## config.mk

```make
export PLATFORM = sky130hd
export DESIGN_NAME = bfm_apb2apb_bridge
export DESIGN_NICKNAME = d
export VERILOG_FILES = /design/src/rtl/bfm_apb_pkg.sv /design/src/rtl/bfm_apb_slot_decode.sv /design/src/rtl/bfm_apb2apb_bridge.sv
export SDC_FILE = /design/constraint.sdc
export NUM_CORES = 1
export LEC_CHECK = 0
export ABC_AREA = 1
export CORE_MARGIN = 3
export CORE_UTILIZATION = 36
export CTS_BUF_LIST = sky130_fd_sc_hd__clkbuf_8
export DETAILED_ROUTE_END_ITERATION = 10
export HOLD_SLACK_MARGIN = 0.05
export PLACE_DENSITY = 0.7
export SYNTH_ARGS = -nofsm -noshare
export SYNTH_HDL_FRONTEND = slang
export SYNTH_SLANG_ARGS = --single-unit
```

## constraint.sdc

```tcl
create_clock -name PCLK -period 2.41 [get_ports PCLK]
set_clock_uncertainty 0.2 [all_clocks]
set_input_delay 0.3615 -clock PCLK [delete_from_list [all_inputs] [get_ports PCLK]]
set_output_delay 0.3615 -clock PCLK [all_outputs]
set_load 0.05 [all_outputs]
```

## src/rtl/bfm_apb_pkg.sv

```systemverilog
// Shared definitions for the APB bus-functional-model bridge: FSM states,
// slot field width and the timeout counter sizing helper.
package bfm_apb_pkg;

  localparam int SLOT_W = 4;

  typedef enum logic [1:0] {
    IDLE,
    SETUP,
    ACCESS,
    RESP
  } state_t;

  // Counter must hold values up to TIMEOUT; a zero-length counter is not legal.
  function automatic int cnt_width(input int timeout);
    int w;
    w = $clog2(timeout + 1);
    return (w < 1) ? 1 : w;
  endfunction

endpackage

```

## src/rtl/bfm_apb_slot_decode.sv

```systemverilog
// Combinational slot decoder: one-hot slave select from the 4-bit slot field,
// plus a flag for slots that have no slave behind them.
module bfm_apb_slot_decode
  import bfm_apb_pkg::*;
#(
  parameter int NSLV = 16
) (
  input  logic [SLOT_W-1:0] slot_i,
  input  logic              active_i,
  output logic [NSLV-1:0]   sel_o,
  output logic              out_of_range_o
);

  assign out_of_range_o = (32'(slot_i) >= NSLV);

  always_comb begin
    // NOTE: every always_comb output gets a default first so no path can infer a latch.
    sel_o = '0;
    for (int i = 0; i < NSLV; i++) begin
      sel_o[i] = active_i && (slot_i == SLOT_W'(i));
    end
  end

endmodule

```

## src/rtl/bfm_apb2apb_bridge.sv

```systemverilog
// Single-clock APB-to-APB bridge: replays one master-side transfer as a full
// SETUP/ACCESS sequence on a decoded slave slot, with select and timeout errors.
module bfm_apb2apb_bridge
  import bfm_apb_pkg::*;
#(
  parameter int ADDR_W  = 32,
  parameter int DATA_W  = 32,
  parameter int NSLV    = 16,
  parameter int SEL_LSB = 24,
  parameter int TIMEOUT = 256
) (
  input  logic              PCLK,
  input  logic              PRESET,
  input  logic              PSEL_PM,
  input  logic [ADDR_W-1:0] PADDR_PM,
  input  logic              PWRITE_PM,
  input  logic              PENABLE_PM,
  input  logic [DATA_W-1:0] PWDATA_PM,
  output logic [DATA_W-1:0] PRDATA_PM,
  output logic              PREADY_PM,
  output logic              PSLVERR_PM,
  output logic [NSLV-1:0]   PSEL_SC,
  output logic [ADDR_W-1:0] PADDR_SC,
  output logic              PWRITE_SC,
  output logic              PENABLE_SC,
  output logic [DATA_W-1:0] PWDATA_SC,
  input  logic [DATA_W-1:0] PRDATA_SC,
  input  logic              PREADY_SC,
  input  logic              PSLVERR_SC
);

  localparam int                 CNT_W   = cnt_width(TIMEOUT);
  localparam logic [CNT_W-1:0]   TO_LAST = CNT_W'((TIMEOUT > 0) ? TIMEOUT - 1 : 0);

  state_t              state_q, state_d;
  logic [CNT_W-1:0]    cnt_q, cnt_d;
  logic [NSLV-1:0]     psel_sc_q, psel_sc_d;
  logic [ADDR_W-1:0]   paddr_sc_q, paddr_sc_d;
  logic                pwrite_sc_q, pwrite_sc_d;
  logic                penable_sc_q, penable_sc_d;
  logic [DATA_W-1:0]   pwdata_sc_q, pwdata_sc_d;
  logic [DATA_W-1:0]   prdata_pm_q, prdata_pm_d;
  logic                pready_pm_q, pready_pm_d;
  logic                pslverr_pm_q, pslverr_pm_d;

  logic                req;
  logic [NSLV-1:0]     dec_sel;
  logic                dec_oor;

  assign req = (state_q == IDLE) && PSEL_PM && PENABLE_PM && !pready_pm_q;

  bfm_apb_slot_decode #(.NSLV(NSLV)) u_decode (
    .slot_i         (PADDR_PM[SEL_LSB +: SLOT_W]),
    .active_i       (req),
    .sel_o          (dec_sel),
    .out_of_range_o (dec_oor)
  );

  always_comb begin
    state_d      = state_q;
    cnt_d        = cnt_q;
    psel_sc_d    = psel_sc_q;
    paddr_sc_d   = paddr_sc_q;
    pwrite_sc_d  = pwrite_sc_q;
    penable_sc_d = penable_sc_q;
    pwdata_sc_d  = pwdata_sc_q;
    prdata_pm_d  = prdata_pm_q;
    pready_pm_d  = 1'b0;
    pslverr_pm_d = 1'b0;

    case (state_q)
      IDLE: begin
        if (req) begin
          if (dec_oor) begin
            state_d      = RESP;
            pready_pm_d  = 1'b1;
            pslverr_pm_d = 1'b1;
            prdata_pm_d  = '0;
          end else begin
            state_d     = SETUP;
            psel_sc_d   = dec_sel;
            paddr_sc_d  = PADDR_PM;
            pwrite_sc_d = PWRITE_PM;
            pwdata_sc_d = PWDATA_PM;
          end
        end
      end
      SETUP: begin
        state_d      = ACCESS;
        penable_sc_d = 1'b1;
      end
      ACCESS: begin
        cnt_d = cnt_q + 1'b1;
        // Ready is checked first so it wins over a timeout on the same edge.
        if (PREADY_SC || (TIMEOUT != 0 && cnt_q == TO_LAST)) begin
          state_d      = RESP;
          pready_pm_d  = 1'b1;
          pslverr_pm_d = PREADY_SC ? PSLVERR_SC : 1'b1;
          prdata_pm_d  = PREADY_SC ? PRDATA_SC : '0;
          psel_sc_d    = '0;
          paddr_sc_d   = '0;
          pwrite_sc_d  = 1'b0;
          penable_sc_d = 1'b0;
          pwdata_sc_d  = '0;
        end
      end
      RESP: begin
        state_d = IDLE;
        cnt_d   = '0;
      end
      default: state_d = IDLE;
    endcase
  end

  // NOTE: sequential state uses non-blocking assignments so all registers update together.
  always_ff @(posedge PCLK) begin
    if (PRESET) begin
      state_q      <= IDLE;
      cnt_q        <= '0;
      psel_sc_q    <= '0;
      paddr_sc_q   <= '0;
      pwrite_sc_q  <= 1'b0;
      penable_sc_q <= 1'b0;
      pwdata_sc_q  <= '0;
      prdata_pm_q  <= '0;
      pready_pm_q  <= 1'b0;
      pslverr_pm_q <= 1'b0;
    end else begin
      state_q      <= state_d;
      cnt_q        <= cnt_d;
      psel_sc_q    <= psel_sc_d;
      paddr_sc_q   <= paddr_sc_d;
      pwrite_sc_q  <= pwrite_sc_d;
      penable_sc_q <= penable_sc_d;
      pwdata_sc_q  <= pwdata_sc_d;
      prdata_pm_q  <= prdata_pm_d;
      pready_pm_q  <= pready_pm_d;
      pslverr_pm_q <= pslverr_pm_d;
    end
  end

  assign PSEL_SC    = psel_sc_q;
  assign PADDR_SC   = paddr_sc_q;
  assign PWRITE_SC  = pwrite_sc_q;
  assign PENABLE_SC = penable_sc_q;
  assign PWDATA_SC  = pwdata_sc_q;
  assign PRDATA_PM  = prdata_pm_q;
  assign PREADY_PM  = pready_pm_q;
  assign PSLVERR_PM = pslverr_pm_q;

endmodule

```

==> out/qor.txt, run 1 <==
power consumption = 7.49 mW
Slew Viols, Final = 0
VDD IR max = 484 µV
Required @ worst endpoint = 1.85 ns
Max clock buf depth = 2
Mapped Cells = 629
DRT iter0 DRCs = 391
WP depth = 1
min Tclk post-route = 2.24 ns
Area Growth Syn to Fin = 55.6%
delay-heaviest family, CP = buffers and inverters
Final nets = 938
Seq/Total Area, Yosys = 51.4%
drt drc = 0
crit-path max FO = 3
final worst slack = 0.165 ns
overall global routing resource usage = 20.3%
DRT antenna net count = 0
Synth Warn # = 0
Slowest cell on crit path = clkdlybuf4s50_1
crit path DAT = 1.68 ns
hold depth = 2
final worst path period share = 93.2%
Initial Utilization = 37.1%
first-pass GRT wire length = 24.4 mm
largest net degree at the start of global routing = 48
Syn Nets = 738
#FFs+latches synth = 127
Min-Delay Path Class = reg2reg
ANT cells = 0
GRT overflow = 0
die area = 15200 µm²
Clock Sinks = 127
H-Tree Depth = 4
Via density = 5.00
Setup TNS = 0 ns
most frequent cells in the layout = 217 x clkdlybuf4s50_1, 127 x dfxtp_1, 105 x nand2_1, 89 x a21oi_1, 69 x nand4_1
crit path buf inv count = 1
Setup crit end kind = output port
CTS tree = built
Root Buffer = clkbuf_8
initial antenna violation count = 0
Placed Area = 7300 µm²
Max-Cap Viols = 0
vias in the first global route = 4934
syn_area_per_cell = 7.87 µm²
RSZ-0062 raised after global routing = false
PwrDens = 973 nW/µm²
commonest non-fill, non-tap cell in the layout = clkdlybuf4s50_1
final core utilization = 57.7%
Die W = 123 µm
routed len/inst = 15.0 µm
Setup CP Type = reg2out
Num CTS Buffers = 17
port buffer count = 218
clk_lat worst skew = 0.43 ns
chip height = 123 µm
FP Rows = 42
post-cts sizing count = 0
CORE AREA = 13300 µm²
share of layout cells above drive strength 1 = 5.70%
# setup viols final = 0
clock slew at reported path FFs = 0.07 ns
Netlist cell types = 21
Final Cell Area = 7700 µm²
cts hold-fix bufs = 1
status = complete, no violations
Routability Congestion = 0.818
io pins = 219
Mapped Area = 4950 µm²
R2R cell count = 7
Worst slew margin = 62.8%
Setup Buffers After CTS = 0
Final Hold Vio Count = 0
Post-DP HPWL = 10.8 mm
Worst-Margin Slew = 0.556 ns
worst-path cell chain = clkdlybuf4s50_1
LEAKAGE = 2.85 nW
fmax = 0.445 GHz
via count = 5089
CP startpoint kind = flop
WL final = 15.3 mm
First-pass DRT Iterations = 4
Placement Setup Slack = 0.262 ns
CP max stage delay = 0.85 ns
## per-layer routing
layer,global-route usage (%),up-vias,wire length (µm)
met5,0,-,0
met4,8.10,0,326
met1,24.9,2345,6340
met3,8.19,24,1550
met2,31.8,185,7070
li1,-,2535,-
## through the flow
stage	hold WS, ns	instances
2_1_floorplan	0.226	629
3_3_place_gp	0.233	985
3_5_place_dp	0.252	985
4_1_cts	0.256	1018
5_1_grt	0.264	1018
6_report	0.259	1018
## report_power, final
group	internal [mW]	total, mW	switching (mW)	leakage, nW
Sequential	2.37	2.51	0.146	1.03
Clock	1.00	1.78	0.775	0.222
Combinational	1.04	3.20	2.17	1.60
## synth_stat cells
| library cell | instances | area, µm² |
|---|---|---|
| buf_2 | 10 | 50.1 |
| o21ai_1 | 1 | 5.00 |
| o21a_1 | 1 | 7.51 |
| buf_4 | 10 | 75.1 |
| nand4_1 | 69 | 432 |
| dfxtp_1 | 127 | 2540 |
| nand2_1 | 106 | 398 |
| o21ai_0 | 36 | 180 |
| a21oi_1 | 89 | 445 |
| a22oi_1 | 1 | 7.51 |
| nor2_1 | 29 | 109 |
| inv_1 | 52 | 195 |
| o21ai_2 | 1 | 8.76 |
| nor2_2 | 1 | 6.26 |
| inv_2 | 2 | 7.51 |
| ha_1 | 6 | 75.1 |
| nand3b_1 | 1 | 7.51 |
| nor3_1 | 3 | 15.0 |
| buf_1 | 5 | 18.8 |
| nand3_1 | 52 | 260 |
| clkbuf_1 | 27 | 101 |
## final timing paths
path	from	to	slack, ns
max	PREADY_PM	PREADY_PM	0.17
min	PSEL_SC[0]	PSEL_SC[0]	0.26
max reg2reg	state_q[1]	PSEL_SC[14]	0.33
min reg2reg	PSEL_SC[0]	PSEL_SC[0]	0.26
## worst reg2reg max path, cell delays in order (launching register included)
cell and delay, ns:
dfxtp_1 0.34, inv_1 0.09, ha_2 0.41, buf_4 0.41, nand4_1 0.23, nor3_1 0.19
nor2_1 0.06, nor2_1 0.09
## logic make-up after synthesis
| logic type | Yosys count | share of synthesized area, % |
|---|---|---|
| simple gates | 261 | 24.8 |
| compound gates | 129 | 13.2 |
| fa+ha+maj | 6 | 1.52 |
| buf+inv | 106 | 9.05 |
| flops | 127 | 51.4 |
## sequential cells by signal, indices dropped and copies added (netlist names)
register and count:
PENABLE_SC 1, PREADY_PM 1, cnt_q 9, PRDATA_PM 32
PSLVERR_PM 1, PSEL_SC 16, state_q 2, PWRITE_SC 1
PADDR_SC 32, PWDATA_SC 32
## cell type report
class | count | area (µm²)
clock inverter | 11 | 98.8
multi-input combinational | 396 | 1970
sequential | 127 | 2540
timing repair buffer | 233 | 2380
inverter | 54 | 203
tap | 176 | 220
fill | 1223 | 5650
clock buffer | 21 | 289
Note: power is estimated with default switching activity, not from simulation.
==> run 2: changes to the inputs <==
--- a/config.mk
+++ b/config.mk
@@ -9,6 +9,7 @@
 export CORE_MARGIN = 3
 export CORE_UTILIZATION = 36
 export CTS_BUF_LIST = sky130_fd_sc_hd__clkbuf_8
+export CTS_CLUSTER_SIZE = 28
 export DETAILED_ROUTE_END_ITERATION = 10
 export HOLD_SLACK_MARGIN = 0.05
 export PLACE_DENSITY = 0.7
==> results of run 2 <==
The final DEF is identical to that of run 1; final timing and power are the same.
==> run 3: changes to the inputs <==
--- a/config.mk
+++ b/config.mk
@@ -11,8 +11,8 @@
 export CTS_BUF_LIST = sky130_fd_sc_hd__clkbuf_8
 export CTS_CLUSTER_SIZE = 28
 export DETAILED_ROUTE_END_ITERATION = 10
+export DONT_BUFFER_PORTS = 1
 export HOLD_SLACK_MARGIN = 0.05
-export PLACE_DENSITY = 0.7
 export SYNTH_ARGS = -nofsm -noshare
 export SYNTH_HDL_FRONTEND = slang
 export SYNTH_SLANG_ARGS = --single-unit
==> out/qor.txt, run 3 (same netlist as run 1, synthesis figures left out) <==
status = complete, no violations
drt drc = 0 (unchanged)
most frequent cells in the layout = 127 x dfxtp_1, 105 x nand2_1, 101 x dlygate4sd3_1, 89 x a21oi_1, 69 x nand4_1
Clk pwr share = 27.9% (+4.2 points)
Max clock buf depth = 2 (unchanged)
sequential share of power = 47.6% (+14 points)
share of layout cells above drive strength 1 = 6.78% (+1.1 points)
CTS tree = built
overall global routing resource usage = 19.1% (-1.2 points)
R2R cell count = 8 (+1)
routed len/inst = 17.0 µm (+13%)
PwrDens = 1100 nW/µm² (+13%)
Int Pwr = 4.02 mW (-8.7%)
ANT cells = 0 (unchanged)
commonest non-fill, non-tap cell in the layout = dfxtp_1
Initial Utilization = 37.1% (unchanged)
worst hold slack = 0.0881 ns (-0.171 ns)
CP max stage delay = 0.60 ns (-0.25 ns)
CP startpoint kind = flop
first-pass GRT wire length = 22.6 mm (-7.5%)
Setup Buffers After CTS = 0 (unchanged)
worst reg2reg path startpoint = state_q[0]
Setup crit end kind = flop
CORE AREA = 13300 µm² (unchanged)
worst-path cell chain = inv_1 > ha_1 > inv_6 > nand2_1 > nor2_1 > dlygate4sd3_1 > nand3_1 > a21oi_1
clock slew at reported path FFs = 0.08 ns (about the same)
crit path buf inv count = 3 (+2)
Net Sw Frac = 43.8% (+2.6 points)
Final Hold Vio Count = 0 (unchanged)
Comb power frac = 24.5% (-18 points)
RSZ-0062 raised after global routing = false
vias in the first global route = 4431 (-10%)
via count = 4771 (-6.2%)
Required @ worst endpoint = 2.58 ns (+0.73 ns)
crit-path max FO = 18 (+15)
Via density = 5.31 (+6.2%)
First-pass DRT Iterations = 5 (+1)
Slew Viols, Final = 0 (unchanged)
fmax = 0.446 GHz (+0.24%)
final worst path period share = 92.9% (-0.22 points)
flop2flop setup slack = 0.17 ns (-0.16 ns)
Slowest cell on crit path = dlygate4sd3_1
initial antenna violation count = 0 (unchanged)
WP depth = 8 (+7)
switching power = 3.14 mW (+1.6%)
io pins = 219 (unchanged)
Setup CP Type = reg2reg
reg2reg end = PSEL_SC[11]
Placed Area = 5050 µm² (-31%)
Area Growth Syn to Fin = 31.8%
Worst-Margin Slew = 0.601 ns (+0.0444 ns)
die area = 15200 µm² (unchanged)
Worst slew margin = 59.9% (-2.9 points)
DRT antenna net count = 0 (unchanged)
crit path DAT = 2.41 ns (+0.73 ns)
largest net degree at the start of global routing = 87 (+81%)
Critical Path Start = state_q[0]
Max-Cap Viols = 0 (unchanged)
WL final = 15.2 mm (-0.31%)
Routability Congestion = 0.797 (-2.6%)
Post-DP HPWL = 9.15 mm (-15%)
Num CTS Buffers = 17 (unchanged)
Critical Path End = PSEL_SC[11]
port buffer count = 0 (-100%)
Final Cell Area = 6520 µm² (-15%)
min Tclk post-route = 2.24 ns (-0.00528 ns)
Die W = 123 µm (unchanged)
Min-Delay Path Class = in2reg
# setup viols final = 0 (unchanged)
delay-heaviest family, CP = buffers and inverters
Final nets = 819 (-13%)
GRT overflow = 0 (unchanged)
VDD IR max = 697 µV (+44%)
chip height = 123 µm (unchanged)
Setup TNS = 0 ns (unchanged)
H-Tree Depth = 4 (unchanged)
Root Buffer = clkbuf_8
fillcell total = 1211 (-0.98%)
Clock Sinks = 127 (unchanged)
clk_lat worst skew = 0.43 ns (about the same)
FP Rows = 42 (unchanged)
DRT iter0 DRCs = 265 (-32%)
LEAKAGE = 2.45 nW (-14%)
==> run 3: cell types whose count changed in the layout (fill, tap and decap cells not counted), sizes merged <==
cell | previous run | this run
bufinv | 2 | 4
inv | 59 | 57
clkbuf | 21 | 17
clkinvlp | 0 | 2
buf | 15 | 13
clkinv | 4 | 6
dlygate4sd3 | 1 | 101
clkdlybuf4s50 | 217 | 0
==> run 3: per-layer routing <==
layer / up-vias / routed length, µm / GRT usage [%]
met1: 2212 / 6260 / 21.9
met3: 19 / 1740 / 8.69
li1: 2298 / - / -
met5: - / 0 / 0
met2: 242 / 7050 / 31.6
met4: 0 / 189 / 6.23
==> run 3: cell type report <==
class	count	area, µm²	share of cell area (%)
flip-flops and latches	127	2540	39.0
repair buffers	114	1150	17.7
inverters	54	208	3.18
clock buffers	17	234	3.59
clock inverters	15	196	3.01
multi-input cells	396	1970	30.2
well taps	176	220	3.38
==> run 3: how the worst min path moves through the flow <==
stage | from | endpoint | cells past startpoint | slack [ns]
floorplan | cnt_q[5] | cnt_q[5] | 2 | 0.23
global placement | cnt_q[5] | cnt_q[5] | 2 | 0.23
detailed placement | cnt_q[5] | cnt_q[5] | 2 | 0.24
CTS | PADDR_PM[25] | PSEL_SC[2] | 4 | 0.05
global route | PADDR_PM[25] | PSEL_SC[2] | 4 | 0.07
finish | PENABLE_PM | PSEL_SC[14] | 4 | 0.09
==> run 3: power by group through the flow <==
stage                     logic [mW]  registers (mW)  clock network, mW
final                           1.75            3.41               2.00
after global routing            1.92            3.44               2.16
after CTS                       1.72            3.41               2.05
after detailed placement        1.55            3.46                  0
after global placement          1.48            3.45                  0
after floorplan                 1.26            3.39                  0
==> run 3: worst register-to-register path: cells and delay by family, from the launching register on <==
kind	cells	cell delay (ns)
flip-flops	1	0.39
AO/OA/AOI/OAI	1	0.16
buffers and inverters	3	0.86
adder cells (fa/ha/maj)	1	0.28
AND/OR/NAND/NOR	3	0.27
==> run 3: repair_timing <==
item,CTS,global route
endpoints found under the setup margin,0,2
resized for setup,0,3
hold buffers,102,0
endpoints found under the hold margin,127,0
==> run 3: metrics by stage <==
| stage | setup slack, ns | power (mW) | instances | utilization (%) |
|---|---|---|---|---|
| finish | 0.170 | 7.16 | 899 | 48.9 |
| global route | 0.0213 | 7.53 | 899 | 48.9 |
| CTS | 0.0938 | 7.18 | 899 | 48.8 |
| detailed placement | 0.287 | 5.01 | 765 | 37.8 |
| global placement | 0.343 | 4.94 | 765 | 37.8 |
| floorplan | 0.506 | 4.65 | 629 | - |
